--- src/rtl/mips_pkg.sv ---
// Shared MIPS control definitions: opcode/funct constants, FSM states and
// datapath mux/ALU select encodings used by the multicycle controller.
package mips_pkg;

  localparam logic [5:0] OP_RTYPE = 6'b000000;
  localparam logic [5:0] OP_LW    = 6'b100011;
  localparam logic [5:0] OP_SW    = 6'b101011;
  localparam logic [5:0] OP_BEQ   = 6'b000100;
  localparam logic [5:0] OP_ADDI  = 6'b001000;
  localparam logic [5:0] OP_ORI   = 6'b001101;
  localparam logic [5:0] OP_LUI   = 6'b001111;
  localparam logic [5:0] OP_J     = 6'b000010;
  localparam logic [5:0] OP_JAL   = 6'b000011;
  localparam logic [5:0] FN_JR    = 6'b001000;

  typedef enum logic [3:0] {
    S_FETCH  = 4'd0,
    S_DECODE = 4'd1,
    S_MEMADR = 4'd2,
    S_MEMRD  = 4'd3,
    S_MEMWB  = 4'd4,
    S_MEMWR  = 4'd5,
    S_EXEC   = 4'd6,
    S_ALUWB  = 4'd7,
    S_BRANCH = 4'd8,
    S_IEXEC  = 4'd9,
    S_IWB    = 4'd10,
    S_JUMP   = 4'd11,
    S_JR     = 4'd12,
    S_TRAP   = 4'd13
  } state_t;

  typedef enum logic [1:0] {
    ALU_ADD   = 2'b00,
    ALU_SUB   = 2'b01,
    ALU_FUNCT = 2'b10,
    ALU_LOGIC = 2'b11
  } alu_op_t;

  typedef enum logic [1:0] {
    PC_ALU    = 2'b00,
    PC_ALUOUT = 2'b01,
    PC_JUMP   = 2'b10,
    PC_REGA   = 2'b11
  } pc_src_t;

  typedef enum logic [1:0] {
    SRCB_REGB   = 2'b00,
    SRCB_FOUR   = 2'b01,
    SRCB_IMM    = 2'b10,
    SRCB_IMM_SH = 2'b11
  } src_b_t;

  typedef enum logic [1:0] {
    DST_RT  = 2'b00,
    DST_RD  = 2'b01,
    DST_R31 = 2'b10
  } reg_dst_t;

endpackage

--- src/rtl/mc_stall_timer.sv ---
// Memory stall counter with optional timeout for the multicycle controller.
module mc_stall_timer #(
  parameter int unsigned STALL_LIMIT = 0,
  parameter int unsigned CNT_W       = 8
) (
  input  logic clk,
  input  logic rst_n,
  input  logic clr,
  input  logic inc,
  output logic timeout
);

  localparam int unsigned LIM_M1_I = (STALL_LIMIT == 0) ? 0 : STALL_LIMIT - 1;
  localparam logic [CNT_W-1:0] LIM_M1 = CNT_W'(LIM_M1_I);

  logic [CNT_W-1:0] cnt_q, cnt_d;

  // Next count: clear on state change, otherwise count stalled cycles
  always_comb begin
    cnt_d = cnt_q;
    if (clr)
      cnt_d = '0;
    else if (inc)
      cnt_d = cnt_q + CNT_W'(1);
  end

  // Timeout fires in the stalled cycle that brings the count to the limit
  always_comb begin
    timeout = (STALL_LIMIT != 0) && inc && (cnt_q == LIM_M1);
  end

  // Counter register
  always_ff @(posedge clk or negedge rst_n) begin
    if (!rst_n)
      cnt_q <= '0;
    else
      cnt_q <= cnt_d;
  end

endmodule

--- src/rtl/multicycle_ctrl.sv ---
// Multicycle MIPS control FSM: sequences the shared datapath through
// fetch/decode/execute/memory/writeback with a mem_req/mem_ready handshake.
module multicycle_ctrl
  import mips_pkg::*;
#(
  parameter int unsigned STALL_LIMIT = 0,
  parameter int unsigned CNT_W       = 8
) (
  input  logic       clk,
  input  logic       rst_n,
  input  logic [5:0] operation,
  input  logic [5:0] function_number,
  input  logic       zero,
  input  logic       mem_ready,
  output logic       mem_req,
  output logic       mem_write,
  output logic       iord,
  output logic       ir_write,
  output logic       pc_en,
  output logic [1:0] pc_src,
  output logic       alu_src_a,
  output logic [1:0] alu_src_b,
  output logic [1:0] alu_operation,
  output logic       noExt,
  output logic [1:0] reg_dst,
  output logic       memtoreg,
  output logic       jal,
  output logic       reg_write,
  output logic       illegal_op,
  output logic       bus_err,
  output logic [3:0] state_o
);

  state_t state_q, state_d;
  logic   illegal_q, illegal_d;
  logic   bus_err_q, bus_err_d;
  logic   mem_req_c, mem_write_c, ir_write_c, pc_en_c, reg_write_c;
  logic   timeout;

  mc_stall_timer #(
    .STALL_LIMIT(STALL_LIMIT),
    .CNT_W      (CNT_W)
  ) u_stall_timer (
    .clk    (clk),
    .rst_n  (rst_n),
    .clr    (state_d != state_q),
    .inc    (mem_req_c & ~mem_ready),
    .timeout(timeout)
  );

  // Next-state and sticky error flag logic
  always_comb begin
    state_d   = state_q;
    illegal_d = illegal_q;
    bus_err_d = bus_err_q;
    case (state_q)
      S_FETCH: begin
        if (mem_ready) state_d = S_DECODE;
        else if (timeout) begin
          state_d   = S_TRAP;
          bus_err_d = 1'b1;
        end
      end
      S_DECODE: begin
        case (operation)
          OP_RTYPE:               state_d = (function_number == FN_JR) ? S_JR : S_EXEC;
          OP_LW, OP_SW:           state_d = S_MEMADR;
          OP_BEQ:                 state_d = S_BRANCH;
          OP_ADDI, OP_ORI, OP_LUI: state_d = S_IEXEC;
          OP_J, OP_JAL:           state_d = S_JUMP;
          default: begin
            state_d   = S_TRAP;
            illegal_d = 1'b1;
          end
        endcase
      end
      S_MEMADR: state_d = (operation == OP_LW) ? S_MEMRD : S_MEMWR;
      S_MEMRD, S_MEMWR: begin
        if (mem_ready) state_d = (state_q == S_MEMRD) ? S_MEMWB : S_FETCH;
        else if (timeout) begin
          state_d   = S_TRAP;
          bus_err_d = 1'b1;
        end
      end
      S_EXEC:  state_d = S_ALUWB;
      S_IEXEC: state_d = S_IWB;
      S_MEMWB, S_ALUWB, S_BRANCH, S_IWB, S_JUMP, S_JR: state_d = S_FETCH;
      S_TRAP:  state_d = S_TRAP;
      default: state_d = S_TRAP;
    endcase
  end

  // Moore output decode; ir_write/pc_en additionally follow mem_ready/zero
  always_comb begin
    mem_req_c     = 1'b0;
    mem_write_c   = 1'b0;
    ir_write_c    = 1'b0;
    pc_en_c       = 1'b0;
    reg_write_c   = 1'b0;
    iord          = 1'b0;
    pc_src        = PC_ALU;
    alu_src_a     = 1'b0;
    alu_src_b     = SRCB_REGB;
    alu_operation = ALU_ADD;
    noExt         = 1'b0;
    reg_dst       = DST_RT;
    memtoreg      = 1'b0;
    jal           = 1'b0;
    case (state_q)
      S_FETCH: begin
        mem_req_c  = 1'b1;
        alu_src_b  = SRCB_FOUR;
        ir_write_c = mem_ready;
        pc_en_c    = mem_ready;
      end
      S_DECODE: alu_src_b = SRCB_IMM_SH;
      S_MEMADR: begin
        alu_src_a = 1'b1;
        alu_src_b = SRCB_IMM;
      end
      S_MEMRD: begin
        mem_req_c = 1'b1;
        iord      = 1'b1;
      end
      S_MEMWB: begin
        reg_write_c = 1'b1;
        memtoreg    = 1'b1;
      end
      S_MEMWR: begin
        mem_req_c   = 1'b1;
        mem_write_c = 1'b1;
        iord        = 1'b1;
      end
      S_EXEC: begin
        alu_src_a     = 1'b1;
        alu_operation = ALU_FUNCT;
      end
      S_ALUWB: begin
        reg_write_c = 1'b1;
        reg_dst     = DST_RD;
      end
      S_BRANCH: begin
        alu_src_a     = 1'b1;
        alu_operation = ALU_SUB;
        pc_src        = PC_ALUOUT;
        pc_en_c       = zero;
      end
      S_IEXEC: begin
        alu_src_a     = 1'b1;
        alu_src_b     = SRCB_IMM;
        alu_operation = (operation == OP_ADDI) ? ALU_ADD : ALU_LOGIC;
        noExt         = (operation == OP_ORI);
      end
      S_IWB: reg_write_c = 1'b1;
      S_JUMP: begin
        pc_src  = PC_JUMP;
        pc_en_c = 1'b1;
        if (operation == OP_JAL) begin
          reg_write_c = 1'b1;
          reg_dst     = DST_R31;
          jal         = 1'b1;
        end
      end
      S_JR: begin
        pc_src  = PC_REGA;
        pc_en_c = 1'b1;
      end
      default: ;
    endcase
  end

  // Enables are gated by rst_n so a reset mid-access drops them immediately
  always_comb begin
    mem_req    = rst_n & mem_req_c;
    mem_write  = rst_n & mem_write_c;
    ir_write   = rst_n & ir_write_c;
    pc_en      = rst_n & pc_en_c;
    reg_write  = rst_n & reg_write_c;
    illegal_op = illegal_q;
    bus_err    = bus_err_q;
    state_o    = state_q;
  end

  // State and sticky flag registers
  always_ff @(posedge clk or negedge rst_n) begin
    if (!rst_n) begin
      state_q   <= S_FETCH;
      illegal_q <= 1'b0;
      bus_err_q <= 1'b0;
    end else begin
      state_q   <= state_d;
      illegal_q <= illegal_d;
      bus_err_q <= bus_err_d;
    end
  end

endmodule

--- config.mk ---
export PLATFORM = sky130hd
export DESIGN_NAME = multicycle_ctrl
export DESIGN_NICKNAME = d
export VERILOG_FILES = /design/src/rtl/mips_pkg.sv /design/src/rtl/mc_stall_timer.sv /design/src/rtl/multicycle_ctrl.sv
export SDC_FILE = /design/constraint.sdc
export NUM_CORES = 1
export LEC_CHECK = 0
export ABC_AREA = 1
export ABC_CLOCK_PERIOD_IN_PS = 3050
export CORE_MARGIN = 2
export CORE_UTILIZATION = 40
export CTS_BUF_LIST = sky130_fd_sc_hd__clkbuf_4 sky130_fd_sc_hd__clkbuf_8
export DETAILED_ROUTE_END_ITERATION = 12
export HOLD_SLACK_MARGIN = 0.12
export PLACE_DENSITY = 0.87
export SYNTH_ARGS = -nofsm -noshare
export SYNTH_HDL_FRONTEND = slang
export SYNTH_SLANG_ARGS = --single-unit
--- constraint.sdc ---
create_clock -name clk -period 3.05 [get_ports clk]
set_input_delay 0.61 -clock clk [delete_from_list [all_inputs] [get_ports clk]]
set_output_delay 0.61 -clock clk [all_outputs]
set_load 0.05 [all_outputs]
==> results.md <==
- Status: completed
- Met2 usage in global routing: 36.8%
- Fin util: 75.0%
- DRT antenna net count: 0
- FF-to-FF End: state_o[0]
- Final Hold Fails: 0
- FMAX: 351 MHz
- Final Cell Area: 1120 um^2
- Vias in the first global route: 880
- DR pass1 iterations: 4
- Antenna cell count: 0
- Clock Path Buffers: 2
- Die Ht: 43.6 um
- Clock Power Share: 42.0%
- CP required: 2440 ps
- Buf+Inv Stages, Crit Path: 3
- Initial DRC count: 31
- Final setup vio count: 0
- Met3 Usage GRT: 4.17%
- Critical path arrival: 2240 ps
- Gate power share: 21.1%
- Switching power: 0.0456 mW
- Crit-path slowest cell: clkdlybuf4s50_1
- Delay-heaviest family, CP: buffers and inverters
- Yosys cell types: 17
- Max_slew headroom: 66.7%
- Unrepaired setup endpoints after global routing: no
- DRC Markers: 0
- Max-cap violation count: 0
- HP Class: reg2reg
- Syn avg cell area: 5.14 um^2
- GRT busiest layer: met2
- Area grow syn2layout: 78.0%
- Power Dens Cells: 162 nW/um^2
- Sequential share of power: 36.8%
- Clock transition at path regs: 50 ps
- Register area share after synthesis: 20.0%
- Final HPWL DP: 1590 um
- Core outline area: 1490 um^2
- Post-CTS Setup Bufs: 0
- CP startpoint kind: flop
- Layout Cells excl Fill: 180
- Setup Skew: 0.697 ps
- Post-cts hold buffer count: 0
- Share of layout cells above drive strength 1: 12.8%
- Clock period minus worst slack: 2850 ps
- CP cell instances: nor2_1 > inv_1 > nor2_1 > inv_1 > o21ai_0 > clkdlybuf4s50_1
- CP Max Fanout: 8
- Vias/cell: 5.08
- CTS tree: done
- Worst reg2reg path depth: 8
- Inst Count DP: 176
- P_int: 0.135 mW
- Reg2reg start: state_o[1]
- Vias: 914
- GR Overflow Total: 0
- Starting density of the core: 42.1%
- YS warnings: 0
- Commonest non-fill, non-tap cells in the layout: nand2_1, clkdlybuf4s50_1, nor2_1, inv_1, nand3_1
- Cells after Synth: 122
- Most common cell after layout, fill and taps aside: nand2_1
- CP endpoint kind: output pin
- Peak supply drop: 234 uV
- Number of CTS-inserted buffers: 3
- FF-to-FF setup slack: 1550 ps
- Wire length per cell: 10.4 um
- Total GRT Usage: 21.8%
- Die ar.: 1900 um^2
- Largest net degree at the start of global routing: 9
- Lkg Pwr: 0.601 nW
- Clk Latency, worst-skew pair: 240 ps
- H-tree lvl count: 1
- CTS-repair resized insts: 0
- Setup_tns: 0 ps
- CTS Sinks: 5
- Syn Std Cell Area: 627 um^2
- Classification of the worst setup path: reg2out
- Drt total wl: 1880 um
- Syn nets: 138
- Slew Limit Fails: 0
- Nets@finish: 181
- Worst Hold Depth: 2
- Root buf cell: clkbuf_4
- Worst hold path endpoint: illegal_op
- Worst stage delay on the critical path: 830 ps
- Met1 usage: 29.0%
- Final Cycle Share: 93.3%
- Sw frac: 25.3%
- Slew of the pin with the lowest slew margin: 498 ps
- Site Rows: 14
- Width of the die: 43.6 um
- Min-delay src: illegal_op
- #FFs+latches synth: 5
- Antenna violations before repair: 0
- DP Area: 1090 um^2
- First-pass GRT wire length: 3310 um
- Port Buf Inserts: 38
- Routability congestion estimate: 0.866
- # IOs: 40
tightest hold or removal path: stages, from the launching register on:
cell and delay [ps]:
dfrtp_1 340, inv_1 40, nand2_1 50
through the flow:
stage,hold WS [ps],power (mW),setup WS (ps)
2_1_floorplan,314,0.0804,16.1
3_3_place_gp,450,0.104,391
3_5_place_dp,450,0.105,319
4_1_cts,463,0.183,222
5_1_grt,510,0.191,51.8
6_report,462,0.181,203
state kept, by name, summed over array words and instances, names as in the netlist:
signal      flops
illegal_op      1
state_o         4
power by group through the flow:
| stage | Sequential, mW | Combinational [mW] | Clock [mW] |
|---|---|---|---|
| 6_report | 0.0665 | 0.0381 | 0.0759 |
| 2_1_floorplan | 0.0676 | 0.0129 | 0 |
| 3_5_place_dp | 0.0675 | 0.0378 | 0 |
| 4_1_cts | 0.0665 | 0.0379 | 0.0786 |
| 3_3_place_gp | 0.0675 | 0.0368 | 0 |
| 5_1_grt | 0.0664 | 0.0423 | 0.0825 |
synth_stat cells:
master,count,share of area [%]
nand2_1,31,19
nor2_1,28,17
inv_1,24,14
nand3_1,15,12
dfrtp_1,5,20
nand4_1,3,3.0
nor3_1,3,2.4
a21oi_1,2,1.6
nor2_2,2,2.0
o21ai_0,2,1.6
a31oi_1,1,1.0
buf_4,1,1.2
conb_1,1,0.60
nor2_4,1,1.8
o21a_1,1,1.2
o21ai_1,1,0.80
o21bai_1,1,1.2
kinds of logic (layout without fill, tap and decap cells):
group | count (synthesis) | in the layout | synth area share (%)
other | 1 | 1 | 0.598
DFF | 5 | 5 | 20.0
buffers and inverters | 25 | 67 | 15.6
and+or+nand+nor | 83 | 83 | 56.5
AOI/OAI and AO/OA | 8 | 8 | 7.39
worst max path at each step:
stage / startpoint / to / slack (ps) / depth (start not counted)
3_3_place_gp: operation[2] / reg_write / 390 / 7
4_1_cts: state_o[2] / alu_src_b[1] / 220 / 6
5_1_grt: state_o[2] / alu_src_b[1] / 50 / 6
6_report: state_o[2] / alu_src_b[1] / 200 / 6
2_1_floorplan: state_o[2] / reg_write / 20 / 4
3_5_place_dp: operation[2] / reg_write / 320 / 7
cell type report:
type                            count  area, um^2
Timing Repair Buffer               39         438
Multi-Input combinational cell     92         415
Fill cell                         113         373
Sequential cell                     5         125
Inverter                           24        90.1
Clock buffer                        3        22.5
Tap cell                           16        20.0
Clock inverter                      1        5.00
metal layers:
metal,up-vias,wire length (um),share of wire [%]
li1,462,-,-
met1,396,817,44
met2,56,892,48
met3,0,166,8.9
met4,0,0,0
met5,-,0,0
No activity file was read; power rests on OpenSTA's default activity.
